File: src/rtl/da2_spi.sv
// rtl/da2_spi.sv - dual-channel 16-bit SPI write master for two 12-bit DACs
// Shared SYNC/sclk, one data line per channel, MSB first, all outputs registered.
module da2_spi #(
  parameter int          CLK_DIV  = 4,
  parameter int          IDLE_CYC = 2,
  parameter logic [1:0]  PD_MODE  = 2'b00
) (
  input  logic        clk,
  input  logic        rst,
  input  logic        start,
  input  logic [11:0] din0,
  input  logic [11:0] din1,
  output logic        cs,
  output logic        sclk,
  output logic        sdout0,
  output logic        sdout1,
  output logic        busy,
  output logic        done
);

  typedef enum logic [1:0] {
    IDLE  = 2'd0,
    LOAD  = 2'd1,
    SHIFT = 2'd2,
    HOLD  = 2'd3
  } state_t;

  localparam logic [15:0] DIV_LAST  = 16'(CLK_DIV - 1);
  localparam logic [15:0] HOLD_LAST = 16'(IDLE_CYC - 1);

  state_t      state_q;
  logic [15:0] cnt_q;
  logic [4:0]  tgl_q;
  logic [15:0] shft0_q;
  logic [15:0] shft1_q;
  logic        cs_q;
  logic        sclk_q;
  logic        sdout0_q;
  logic        sdout1_q;
  logic        busy_q;
  logic        done_q;

  logic [15:0] frame0;
  logic [15:0] frame1;

  assign frame0 = {2'b00, PD_MODE, din0};
  assign frame1 = {2'b00, PD_MODE, din1};

  always_ff @(posedge clk or negedge rst) begin
    if (!rst) begin
      state_q  <= IDLE;
      cnt_q    <= '0;
      tgl_q    <= '0;
      shft0_q  <= '0;
      shft1_q  <= '0;
      cs_q     <= 1'b1;
      sclk_q   <= 1'b1;
      sdout0_q <= 1'b0;
      sdout1_q <= 1'b0;
      busy_q   <= 1'b0;
      done_q   <= 1'b0;
    end else begin
      done_q <= 1'b0;
      case (state_q)
        IDLE: begin
          cs_q   <= 1'b1;
          sclk_q <= 1'b1;
          if (start) begin
            shft0_q  <= frame0;
            shft1_q  <= frame1;
            sdout0_q <= frame0[15];
            sdout1_q <= frame1[15];
            cs_q     <= 1'b0;
            busy_q   <= 1'b1;
            cnt_q    <= '0;
            tgl_q    <= '0;
            state_q  <= LOAD;
          end
        end
        LOAD: begin
          if (cnt_q == DIV_LAST) begin
            cnt_q   <= '0;
            state_q <= SHIFT;
          end else begin
            cnt_q <= cnt_q + 16'd1;
          end
        end
        SHIFT: begin
          if (cnt_q == DIV_LAST) begin
            cnt_q <= '0;
            tgl_q <= tgl_q + 5'd1;
            // Data only changes on rising toggles, so it is stable across each DAC sample fall.
            if (sclk_q) begin
              sclk_q <= 1'b0;
            end else if (tgl_q == 5'd31) begin
              cs_q     <= 1'b1;
              sclk_q   <= 1'b1;
              sdout0_q <= 1'b0;
              sdout1_q <= 1'b0;
              state_q  <= HOLD;
            end else begin
              sclk_q   <= 1'b1;
              shft0_q  <= {shft0_q[14:0], 1'b0};
              shft1_q  <= {shft1_q[14:0], 1'b0};
              sdout0_q <= shft0_q[14];
              sdout1_q <= shft1_q[14];
            end
          end else begin
            cnt_q <= cnt_q + 16'd1;
          end
        end
        HOLD: begin
          if (cnt_q == HOLD_LAST) begin
            cnt_q   <= '0;
            busy_q  <= 1'b0;
            done_q  <= 1'b1;
            state_q <= IDLE;
          end else begin
            cnt_q <= cnt_q + 16'd1;
          end
        end
        default: state_q <= IDLE;
      endcase
    end
  end

  assign cs     = cs_q;
  assign sclk   = sclk_q;
  assign sdout0 = sdout0_q;
  assign sdout1 = sdout1_q;
  assign busy   = busy_q;
  assign done   = done_q;

endmodule

File: config.mk
export PLATFORM = sky130hd
export DESIGN_NAME = da2_spi
export DESIGN_NICKNAME = d
export VERILOG_FILES = /design/src/rtl/da2_spi.sv
export SDC_FILE = /design/constraint.sdc
export NUM_CORES = 1
export LEC_CHECK = 0
export BUFFER_PORTS_ARGS = -buffer_cell sky130_fd_sc_hd__buf_2
export CELL_PAD_IN_SITES_DETAIL_PLACEMENT = 1
export CELL_PAD_IN_SITES_GLOBAL_PLACEMENT = 1
export CORE_MARGIN = 2
export CORE_UTILIZATION = 23
export DETAILED_ROUTE_END_ITERATION = 10
export HOLD_SLACK_MARGIN = 0.1
export PLACE_DENSITY = 0.49
export SLEW_MARGIN = 20
export SYNTH_ARGS = -nofsm -noshare
export SYNTH_HDL_FRONTEND = slang
export SYNTH_SLANG_ARGS = --single-unit
export TNS_END_PERCENT = 10
File: constraint.sdc
create_clock -name clk -period 2.1 [get_ports clk]
set_input_delay 0.21 -clock clk [delete_from_list [all_inputs] [get_ports clk]]
set_output_delay 0.21 -clock clk [all_outputs]
set_load 0.01 [all_outputs]
# After elaboration in Yosys (flattened, before gate mapping)
# Index checks and enable logic that the tools add are counted.
# W data, S select, Z words.
classes:
  n_addsub: 2
  n_reduce_logical: 11
  n_mux: 46
  eq_ne: 13
op_table:
  columns: ["op", "count"]
  rows:
  - ["$mux W15", 8]
  - ["$pmux W15 S2", 2]
  - ["$mux W16", 3]
  - ["$pmux W16 S3", 1]
  - ["$mux W1", 17]
  - ["$add A16 B1 Y16 const B", 1]
  - ["$eq A16 B1 Y1 const B", 1]
  - ["$eq A16 B2 Y1 const B", 1]
  - ["$ne A2 B2 Y1 const B", 7]
  - ["$mux W2", 6]
  - ["$mux W5", 2]
  - ["$pmux W1 S2", 5]
  - ["$pmux W5 S2", 1]
  - ["$pmux W2 S4", 1]
  - ["$reduce_and A4 Y1", 2]
  - ["$reduce_and A3 Y1", 2]
  - ["$reduce_and A6 Y1", 1]
  - ["$add A5 B1 Y5 const B", 1]
  - ["$eq A5 B5 Y1 const B", 1]
  - ["$reduce_and A5 Y1", 1]
  - ["$eq A2 B2 Y1 const B", 2]
  - ["$reduce_bool A2 Y1", 2]
  - ["$eq A2 B1 Y1 const B", 1]
  - ["$logic_not A2 Y1", 1]
  - ["2 further kinds", 2]
word_totals:
  reg_bits: 59
  inputBits: 27
  elab_cells: 83
  output_inout_bits: 6

# Depth between registers and ports, before layout
logic_depth:
  ltp_word: 5
  depth_mapped: 9
  depth_no_buf: 7

# Least setup slack after synthesis
# OpenSTA, ideal clock, no wires.
synth_path:
  path_kind: "register to register"
  start: "register tgl_q[0]"
  end: "register shft0_q[11]"
  path_stages_with_launch: 10
  t_arrival_ns: 2.122
  period_less_slack_ns: 2.247
  setup_time_ns: 0.125
  n_path_buf: 2
  t_required_ns: 1.975
  slack_ns: -0.147
  path_cell_list: "dfrtp_1 > ha_1 > and3_1 > ha_1 > or2_2 > clkbuf_1 > o21ai_0 > nand2_1 > buf_2 > mux2_2"
synth_via:
  elab_chain_cells: 3
synth_rtl:
  columns: ["element", "line_no", "rtl"]
  rows:
  - ["from (decl)", "33", "logic [4:0] tgl_q;"]
  - ["from (signal assigned)", "91", "tgl_q <= tgl_q + 5'd1;"]
  - ["$eq A5 B5 Y1", "95", "end else if (tgl_q == 5'd31) begin"]
  - ["$ne A2 B2 Y1 (no source line)", null, null]
  - ["$reduce_and A5 Y1 (no source line)", null, null]
  - ["to (signal assigned)", "69", "shft0_q <= frame0;"]
  - ["to (signal assigned)", "103", "shft0_q <= {shft0_q[14:0], 1'b0};"]
  - ["to (decl)", "34", "logic [15:0] shft0_q;"]
# No other way between the ends.
# A chain may end at the register's enable or synchronous reset.

# Final worst setup path
layout_path:
  start: "register tgl_q[1]"
  end: "register shft0_q[7]"
# Same word-level chain as after synthesis.

==> impl_results.md <==
- Run status: finished clean
- Final ANT Viol Nets: 0
- CP required: between 2 and 2.5 ns
- Final setup slack of the worst path: between 0.03 and 0.04 ns
- Share of synthesized registers carrying an async set or reset: between 90% and 100%
- Detail-routed via count per cell: 4.495
- Number of placed instances with taps included: 513
- Core box area: 13240 um2
- Clock tree root driver cell: sky130_fd_sc_hd__clkbuf_16
- Top flip-flop cell by instance count after synthesis: sky130_fd_sc_hd__dfrtp_1
- Syn Inst Count: roughly 290
- Distinct cell type count after synthesis: 43
- Total half-perimeter wirelength after legalization and detailed placement: just over 5000 um
- Total number of H-tree levels: 3
- GR Util All Layers: 11.39%
- Gpl congestion: 0.7271
- Number of buffers created by CTS: 9
- Number of detailed-routing iterations run before antenna repair: 4
- Final critical path time including I/O delays and setup: approximately 2.1 ns
- Setup violations, final: 0
- Hold Violations, Final: 0
- Seq cells post-synth: around 60
- Fraction of layout cells with a size suffix above 1: around two fifths
- Unrepaired setup endpoints after global routing: yes
- Max-slew violation count: 0
- Critical Path AT: roughly 2.3 ns
- Synthesized area: roughly 3100 um2
- Proportion of synthesized chip area in sequential cells: between 40% and 50%
- Synthesized area per cell: ~11 um2
- Highest metal layer with signal wires: met4
- Total met2 wirelength after detailed routing: between 3000 and 4000 um
- Design Area, Final: approximately 4200 um2
- CTS tree: built
- Number of synthesized flops with an enable pin: 0
- Top library cells by usage in the layout, fill and taps aside: sky130_fd_sc_hd__dfrtp_1 (57), sky130_fd_sc_hd__mux2_2 (45), sky130_fd_sc_hd__buf_2 (32), sky130_fd_sc_hd__nand2_1 (29), sky130_fd_sc_hd__buf_4 (26)
- Row Count: between 40 and 50
- Remaining Overflow, GRT: 0
- Largest clock skew in the final design: slightly above 0.006 ns
- Synth Net Count: approximately 330
- Placement-stage cell area: 3712 um2
- Global-route wire length before repair: approximately 13000 um
- Buffers added on ports: 32
- Largest area contributor in the synthesized netlist: sky130_fd_sc_hd__dfrtp_1
- Nature of the critical path endpoint: flop
- Non-Filler Instances: 535
- Die span in y: approximately 120 um
- Starting density of the core: a little under a quarter
- Post-route fraction of the period consumed by the critical path: a little over nine tenths
- Clock buffer depth: 2
- Yosys warns: 0
- Worst setup timing slack at the placement stage: around 0.026 ns
- Met3 WL: a little over 300 um
- Worst slew margin: just over 70%
- Leading cell type in the layout, fill and taps excluded: sky130_fd_sc_hd__dfrtp_1
- Largest net degree at the start of global routing: 60
- Count of boundary I/O pins: 33
- Routed WL: about 8000 um
- Area grow syn2layout: 33.53%
- Area taken by flip-flops and latches: ~1500 um2
- Fill cell count: between 1500 and 2000
- Antenna diode count: 0
- CP max FO: 6
- Violation count after the first detailed-routing iteration: 75
- Number of global-route vias before repair: around 2500
- P per Cell Area: about 700 nW/um2
- Chip Width: around 120 um
- Worst skew pair latency: about 0.33 ns
- Count of clock tree sinks: between 50 and 60
- CTS clock-pin slew for the worst setup and hold paths: 0.05 ns
- Worst supply voltage drop on vdd: around 0.00053 V
- Class of the worst hold path: in2reg
- Max Freq: 0.4842 GHz
- Number of nets in the layout: 390
- Total DRC errors in the routed layout: 0
- Max-cap viol count: 0
- Die area: 14530 um2
- Wire per inst: between 10 and 15 um
- Tightest Pin Transition: about 0.44 ns
- Number of antenna violations at the first check in global routing: 0
- Start-to-end type of the worst setup path: reg2reg
- Leakage: roughly 1.9 nW
- Top-area cell type share of the netlist area: 45.67%
- Area occupied by multi-input gates: 1599 um2
- Critical path launch point type: flop
- TNS Setup: 0 ns
- Post-route met1 wirelength: around 3800 um
- Vias: approximately 2400
- Dominant cells by area after synthesis: sky130_fd_sc_hd__dfrtp_1 (46%), sky130_fd_sc_hd__mux2_2 (16%), sky130_fd_sc_hd__o21ai_0 (3.7%)
- Post-Route Utilization: between 30% and 40%
[power by group]
group          switching [mW]  internal [mW]  total, mW
Sequential                  0           1.14       1.14
Clock                   0.534           1.19       1.72
Combinational          0.0376         0.0378     0.0753
Total                   0.572           2.36       2.93
[layout make-up]
type / count / area share, %
Clock inverter: 5 / 2.400
Multi-Input combinational cell: 212 / 38.34
Tap cell: 176 / 5.281
Timing Repair Buffer: 66 / 12.15
Sequential cell: 59 / 35.46
Inverter: 6 / 0.5401
Clock buffer: 11 / 5.821
[cell usage after synthesis, types with 4 or more instances]
library cell / n
sky130_fd_sc_hd__and3_1: 4
sky130_fd_sc_hd__a22o_1: 11
sky130_fd_sc_hd__o21ai_0: 23
sky130_fd_sc_hd__buf_2: 4
sky130_fd_sc_hd__nand3_1: 11
sky130_fd_sc_hd__clkbuf_1: 10
sky130_fd_sc_hd__a21oi_1: 4
sky130_fd_sc_hd__nor3_1: 5
sky130_fd_sc_hd__a21o_1: 4
sky130_fd_sc_hd__nand2_1: 30
sky130_fd_sc_hd__mux2_2: 45
sky130_fd_sc_hd__ha_1: 9
sky130_fd_sc_hd__nor2_1: 19
sky130_fd_sc_hd__xor2_1: 4
sky130_fd_sc_hd__dfrtp_1: 57
sky130_fd_sc_hd__inv_1: 6
[repair_timing]
action                                  in CTS  in global routing
endpoints found under the hold margin       57                  0
gates resized for setup                      0                  6
hold buffers                                 1                  0
setup buffers                                0                  2
endpoints found under the setup margin       0                 36
[worst max-delay path, cell delays in order, from the launching register on]
cell and delay, ns:
sky130_fd_sc_hd__dfrtp_1 0.40, sky130_fd_sc_hd__ha_2 0.20, sky130_fd_sc_hd__and3_1 0.18, sky130_fd_sc_hd__ha_2 0.18
sky130_fd_sc_hd__or2_4 0.25, sky130_fd_sc_hd__o21ai_4 0.18, sky130_fd_sc_hd__nand2_4 0.11, sky130_fd_sc_hd__clkbuf_16 0.19
sky130_fd_sc_hd__mux2_2 0.27
[state kept, by name (all words and copies together), names as in the netlist, 2 cells and up]
name	count
shft0_q	15
shft1_q	15
cnt_q	16
state_q	2
tgl_q	5
[kinds of logic (layout without fill, tap and decap cells)]
group / after synthesis / in the layout / share of synthesized area, %
simple gates: 94 / 94 / 15.83
flops: 59 / 59 / 47.36
compound gates: 58 / 58 / 12.50
mux: 47 / 47 / 16.87
buf+inv: 21 / 88 / 2.724
fa+ha+maj: 9 / 9 / 3.606
xor+xnor: 4 / 4 / 1.122
[path summary, 6_finish.rpt]
path | start | end | slack [ns] | cells past startpoint
max in group asynchronous | rst | sclk | 1.39 | 3
min | din1[0] | shft1_q[0] | 0.11 | 2
min in group asynchronous | rst | sdout1 | 0.42 | 3
max reg2reg | tgl_q[1] | shft0_q[7] | 0.03 | 8
min reg2reg | shft0_q[13] | shft0_q[13] | 0.49 | 2
max | tgl_q[1] | shft0_q[7] | 0.03 | 8
[through the flow]
stage | total power, mW | hold slack [ns]
after floorplan | 1.177 | -0.08559
after global placement | 1.236 | 0.2574
after detailed placement | 1.236 | 0.2547
after CTS | 2.985 | 0.1082
after global routing | 3.028 | 0.1018
final | 2.935 | 0.1119
[metal layers]
metal  up-vias  track usage, %
met2        29           18.19
li1       1183               -
met5         -               0
met4         0           3.052
met1      1185           14.69
met3         8           3.915
Power figures use the tool's default switching activity.
